$ cat src/rtl/qpi_dsm_writer.sv
// Purpose: writes the AFU_ID to DSM line 0 once the DSM base is known, then forwards
//          status-line writes (lines 1-63) onto the TX1 write channel.
// Latency: accept at cycle N -> write at N+1 when unthrottled; next accept no earlier than N+2.
// Backpressure: st_ready falls at MAX_OUTSTANDING un-acked writes; tx1_almostfull holds any pending write.
//
// Ports:
//   clk, resetb            clock, synchronous active-low reset
//   dsm_base[_valid]       DSM byte base address from the CSR block, and its programmed flag
//   st_valid/st_ready      status-write request handshake; st_line selects the line, st_data the payload
//   tx1_*                  registered write request (addr in cache lines, 512-bit data, mdata tag)
//   rx0/rx1_wrvalid        write completions, each retiring one outstanding write
//   id_written             sticky flag: the AFU_ID write has been acknowledged
//   outstanding            current count of un-acknowledged writes
module qpi_dsm_writer #(
    parameter logic [127:0] AFU_ID          = 128'h0,
    parameter int           MAX_OUTSTANDING = 4,
    parameter logic [12:0]  MDATA_TAG       = 13'h1D5
) (
    input  logic         clk,
    input  logic         resetb,
    input  logic [63:0]  dsm_base,
    input  logic         dsm_base_valid,
    input  logic         st_valid,
    output logic         st_ready,
    input  logic [5:0]   st_line,
    input  logic [511:0] st_data,
    output logic         tx1_wrvalid,
    output logic [31:0]  tx1_addr,
    output logic [511:0] tx1_data,
    output logic [12:0]  tx1_mdata,
    input  logic         tx1_almostfull,
    input  logic         rx0_wrvalid,
    input  logic         rx1_wrvalid,
    output logic         id_written,
    output logic [3:0]   outstanding
);

    typedef enum logic [2:0] {IDLE, ID_WR, ID_ACK, RUN, ST_WR} state_t;

    localparam logic [3:0] MAX_OUT = 4'(MAX_OUTSTANDING);

    state_t         state_q;
    logic           tx1_wrvalid_q;
    logic [31:0]    tx1_addr_q;
    logic [511:0]   tx1_data_q;
    logic [12:0]    tx1_mdata_q;
    logic           id_written_q;
    logic [3:0]     outstanding_q;
    logic [3:0]     outstanding_d;
    logic [5:0]     line_q;
    logic [511:0]   data_q;
    logic           pend_q;         // request accepted under almostfull, write still owed

    logic           accept_c;
    logic           issue_c;
    logic [31:0]    iss_addr_c;
    logic [511:0]   iss_data_c;
    logic [4:0]     sum_c;
    logic [4:0]     dec_c;
    logic [4:0]     diff_c;

    // Only the cache-line address bits [37:6] of the byte base are used.
    logic           unused_base;
    assign unused_base = ^{dsm_base[63:38], dsm_base[5:0]};

    assign st_ready = resetb && (state_q == RUN) && (outstanding_q < MAX_OUT);
    assign accept_c = st_valid && st_ready;

    // Issue decision. A request accepted while almostfull is low goes out on
    // the accept edge itself, which is what gives the one-cycle latency; the
    // ST_WR state then only re-tries requests that were accepted under
    // almostfull. The accept gate already guarantees room for one more write.
    always_comb begin
        issue_c    = 1'b0;
        iss_addr_c = dsm_base[37:6];
        iss_data_c = {384'b0, AFU_ID};
        case (state_q)
            ID_WR: begin
                issue_c = !tx1_almostfull && (outstanding_q < MAX_OUT);
            end
            RUN: begin
                if (accept_c && (st_line != 6'd0) && !tx1_almostfull) begin
                    issue_c    = 1'b1;
                    iss_addr_c = dsm_base[37:6] + {26'b0, st_line};
                    iss_data_c = st_data;
                end
            end
            ST_WR: begin
                if (pend_q && !tx1_almostfull) begin
                    issue_c    = 1'b1;
                    iss_addr_c = dsm_base[37:6] + {26'b0, line_q};
                    iss_data_c = data_q;
                end
            end
            default: ;
        endcase
    end

    // Issue and both completions net out in one cycle; excess decrements clamp at zero.
    always_comb begin
        sum_c  = {1'b0, outstanding_q} + {4'b0, issue_c};
        dec_c  = {4'b0, rx0_wrvalid} + {4'b0, rx1_wrvalid};
        diff_c = sum_c - dec_c;
        outstanding_d = (sum_c > dec_c) ? diff_c[3:0] : 4'd0;
    end

    always_ff @(posedge clk) begin
        if (!resetb) begin
            state_q       <= IDLE;
            tx1_wrvalid_q <= 1'b0;
            tx1_addr_q    <= '0;
            tx1_data_q    <= '0;
            tx1_mdata_q   <= '0;
            id_written_q  <= 1'b0;
            outstanding_q <= '0;
            line_q        <= '0;
            data_q        <= '0;
            pend_q        <= 1'b0;
        end else begin
            tx1_wrvalid_q <= issue_c;
            outstanding_q <= outstanding_d;
            if (issue_c) begin
                tx1_addr_q  <= iss_addr_c;
                tx1_data_q  <= iss_data_c;
                tx1_mdata_q <= MDATA_TAG;
            end
            case (state_q)
                IDLE: begin
                    if (dsm_base_valid) state_q <= ID_WR;
                end
                ID_WR: begin
                    if (issue_c) state_q <= ID_ACK;
                end
                ID_ACK: begin
                    if (outstanding_q == 4'd0) begin
                        state_q      <= RUN;
                        id_written_q <= 1'b1;
                    end
                end
                RUN: begin
                    if (accept_c) begin
                        state_q <= ST_WR;
                        line_q  <= st_line;
                        data_q  <= st_data;
                        // line 0 belongs to the ID and is silently dropped
                        pend_q  <= (st_line != 6'd0) && tx1_almostfull;
                    end
                end
                ST_WR: begin
                    if (!pend_q || !tx1_almostfull) begin
                        state_q <= RUN;
                        pend_q  <= 1'b0;
                    end
                end
                default: state_q <= IDLE;
            endcase
        end
    end

    assign tx1_wrvalid = tx1_wrvalid_q;
    assign tx1_addr    = tx1_addr_q;
    assign tx1_data    = tx1_data_q;
    assign tx1_mdata   = tx1_mdata_q;
    assign id_written  = id_written_q;
    assign outstanding = outstanding_q;

endmodule

$ cat config.mk
export PLATFORM = sky130hd
export DESIGN_NAME = qpi_dsm_writer
export DESIGN_NICKNAME = d
export VERILOG_FILES = /design/src/rtl/qpi_dsm_writer.sv
export SDC_FILE = /design/constraint.sdc
export NUM_CORES = 2
export LEC_CHECK = 0
export ABC_CLOCK_PERIOD_IN_PS = 3530
export BUFFER_PORTS_ARGS = -buffer_cell sky130_fd_sc_hd__clkbuf_2
export CAP_MARGIN = 20
export CELL_PAD_IN_SITES_DETAIL_PLACEMENT = 1
export CELL_PAD_IN_SITES_GLOBAL_PLACEMENT = 1
export CORE_AREA = 5 5 449 451
export CTS_BUF_LIST = sky130_fd_sc_hd__clkbuf_4 sky130_fd_sc_hd__clkbuf_8 sky130_fd_sc_hd__clkbuf_16
export DETAILED_ROUTE_END_ITERATION = 16
export DIE_AREA = 0 0 454 456
export MAX_ROUTING_LAYER = met4
export PLACE_DENSITY_LB_ADDON = 0.2
export SETUP_SLACK_MARGIN = 0.3
export SLEW_MARGIN = 20
export SYNTH_ARGS = -nofsm -noshare
export SYNTH_HDL_FRONTEND = slang
export SYNTH_SLANG_ARGS = --single-unit
$ cat constraint.sdc
create_clock -name clk -period 3.53 [get_ports clk]
set_input_delay 0.1765 -clock clk [delete_from_list [all_inputs] [get_ports clk]]
set_output_delay 0.1765 -clock clk [all_outputs]
set_load 0.1 [all_outputs]
==> results.sh <==
export IMPL_drt_wl_total_um=190000
export IMPL_fin_skew_ps=37.5
export IMPL_setup_viol=0
export IMPL_fillers=23100
export IMPL_ant_nets=0
export IMPL_arrival_ps=3680
export IMPL_cap_violations=0
export IMPL_vias_per_cell=4.73
export IMPL_cts_htree_levels=4
export IMPL_netlist_cell_type_count=60
export IMPL_setup_tns_ps=0
export IMPL_crit_family="compound AO/OA/AOI/OAI gates"
export IMPL_seq_power_share_pct=39.3
export IMPL_dpl_cell_area_um2=47200
export IMPL_cts_tree="built"
export IMPL_clock_latency_ps=780
export IMPL_root_buffer="clkbuf_16"
export IMPL_rsz0062_at_grt="false"
export IMPL_powerDensity_nw_per_um2=559
export IMPL_grt_antenna_before_repair=29
export IMPL_p_sw_w=0.00989
export IMPL_max_clock_freq_ghz=0.335
export IMPL_synth_seq_cells=1073
export IMPL_dp_hpwl_um=128000
export IMPL_final_area_um2=57600
export IMPL_layout_commonest_cell="clkbuf_2"
export IMPL_synth_warnings=0
export IMPL_path_cells="ha_1 > a211oi_1 > o21ai_0 > o311ai_1 > buf_4 > a21o_1 > o31ai_1 > dlygate4sd3_1 > a31oi_1"
export IMPL_die_w_um=454
export IMPL_rows=163
export IMPL_cts_setup_buffers=0
export IMPL_start_util_pct=19.7
export IMPL_total_power_w=0.0322
export IMPL_crit_required_ps=4230
export IMPL_critical_path_max_stage_delay_ps=580
export IMPL_grt_pass1_vias=41400
export IMPL_nets=6495
export IMPL_die_area_um2=207000
export IMPL_firstDrtPassIters=10
export IMPL_ioPinCount=1153
export IMPL_end_kind="register"
export IMPL_gr_usage_all_layers_pct=17.9
export IMPL_drt_first_iter_violations=3877
export IMPL_slew_viol_final=0
export IMPL_synth_area_um2=38900
export IMPL_grt_max_degree=160
export IMPL_critPathBufInv=2
export IMPL_layout_cells_most_common_list="1113 x clkbuf_2, 1071 x dfxtp_1, 1061 x nand2_1"
export IMPL_tightestPinTransition_ps=1140
export IMPL_p_comb_share_pct=16.0
export IMPL_p_leak_nw=22.3
export IMPL_grt_first_pass_wirelength_um=278000
export IMPL_die_y_um=456
export IMPL_synth_edf_count=0
export IMPL_gp_congestion=0.831
export IMPL_vias=40900
export IMPL_fin_crit_ps=2980
export IMPL_criticalPathCategory="register to register"
export IMPL_hold_violations=0
export IMPL_syn_avg_cell_area_um2=8.83
export IMPL_clock_path_buffers=3
export IMPL_wire_per_inst_um=22.0
export IMPL_vdd_drop_max_mv=0.405
export IMPL_ys_async_sr_fraction_pct=0
export IMPL_io_buffers=1113
export IMPL_clk_pin_slew_ps=60
export IMPL_internal_power_w=0.0223
export IMPL_period_share_pct=84.5
export IMPL_gr_total_overflow=0
export IMPL_swShare_pct=30.7
export IMPL_cts_buffers_inserted=139
export IMPL_drive_above_1_share_pct=24.4
export IMPL_worstSetupStartpointType="register"
export IMPL_yosysSeqAreaShare_pct=55.3
export IMPL_postSynthCellCount=4401
export IMPL_core_region_area_um2=197000
export IMPL_slew_headroom_pct=24.2
export IMPL_area_growth_pct=48.3
export IMPL_status="complete, no violations"
export IMPL_ys_flop_type="dfxtp_1"
export IMPL_min_delay_path_class="input pin to register"
export IMPL_drc=0
export IMPL_slowest_stage="dlygate4sd3_1"
export IMPL_clockPowerShare_pct=44.7
export IMPL_clkSinkCount=1073
export IMPL_cp_max_fo=14
==> worst min-delay path, stage by stage <==
cell,delay (ps)
dlygate4sd3_1,530
clkbuf_2,110
nand2_1,50
a21oi_1,50
==> routing by layer <==
layer | up-vias | share of wire, % | track usage [%]
li1 | 18900 | - | -
met1 | 20600 | 42 | 21.6
met2 | 1207 | 48 | 29.3
met3 | 278 | 6.0 | 3.85
met4 | 0 | 3.4 | 6.46
met5 | - | 0 | -
==> sequential cells by signal, indices dropped and copies added, names as in the netlist <==
signal / cells
tx1_addr: 32
id_written: 1
tx1_data: 512
state_q: 3
line_q: 6
tx1_mdata: 1
pend_q: 1
data_q: 512
tx1_wrvalid: 1
outstanding: 4
==> synthesized netlist by cell type, types with 3 or more instances <==
cell	instances	share of area, %
xnor2_1	21	0.47
a21o_1	7	0.14
clkbuf_1	386	3.7
a222oi_1	507	13
a211oi_1	18	0.35
buf_1	11	0.11
o21ai_0	39	0.50
a2111oi_2	3	0.12
inv_1	9	0.087
nand2_1	1061	10
or4_1	6	0.12
ha_1	17	0.55
o31ai_1	7	0.14
fa_1	3	0.15
buf_2	20	0.26
and3_1	6	0.097
nand2b_1	3	0.048
nor4_1	3	0.048
xor2_1	4	0.090
buf_4	12	0.23
and4_1	3	0.068
o211ai_1	3	0.058
nor3b_1	3	0.058
nand4_1	3	0.048
nand3_1	13	0.17
nor3_1	3	0.039
nand3b_1	5	0.097
nor2_1	537	5.2
a31oi_1	10	0.16
a21oi_1	561	7.2
a311oi_1	3	0.068
dfxtp_1	1073	55
a22oi_1	9	0.17
==> metrics by stage <==
step | util [%] | instances | setup slack, ps | hold slack [ps]
after CTS | 29.2 | 8629 | 350 | 67.6
final | 29.3 | 8657 | 549 | 184
after global placement | 24.0 | 7813 | 502 | 415
after detailed placement | 24.0 | 7813 | 591 | 422
after global routing | 29.3 | 8656 | 302 | 135
after floorplan | - | 4407 | 324 | 284
==> power by group through the flow <==
stage               clock [W]  sequential, W  combinational, W
floorplan                   0         0.0142           0.00178
global placement            0         0.0129           0.00459
detailed placement          0         0.0129           0.00459
CTS                    0.0149         0.0126           0.00521
global route           0.0154         0.0127           0.00549
finish                 0.0144         0.0127           0.00516
==> what timing repair did <==
item | in CTS | in global routing
hold buffers | 572 | 0
gates resized for setup | 0 | 2
endpoints found under the hold margin | 1070 | 0
endpoints found under the setup margin | 0 | 4
==> cells by family after synthesis <==
logic type | share of synthesized area, %
AO/OA/AOI/OAI | 22.4
other | 0.00965
AND/OR/NAND/NOR | 16.5
buffers and inverters | 4.49
flip-flops | 55.3
XOR/XNOR | 0.563
adder cells (fa/ha/maj) | 0.702
==> worst paths after layout <==
check        slack [ps]  depth (start not counted)     startpoint            end
max                 550                          9      line_q[1]   tx1_addr[31]
min                 180                          4   st_data[237]    data_q[237]
max reg2reg         550                          9      line_q[1]   tx1_addr[31]
min reg2reg         450                          2  tx1_data[405]  tx1_data[405]
==> layout make-up <==
| type | count | area, µm² | area share, % |
|---|---|---|---|
| antenna | 28 | 70.1 | 0.122 |
| clock buffer | 210 | 4230 | 7.34 |
| clock inverter | 34 | 397 | 0.688 |
| inverter | 11 | 48.8 | 0.0847 |
| multi-input combinational | 2892 | 15700 | 27.2 |
| sequential | 1073 | 21500 | 37.3 |
| tap | 2640 | 3300 | 5.73 |
| timing repair buffer | 1769 | 12400 | 21.5 |
No activity file was read; power rests on OpenSTA's default activity.
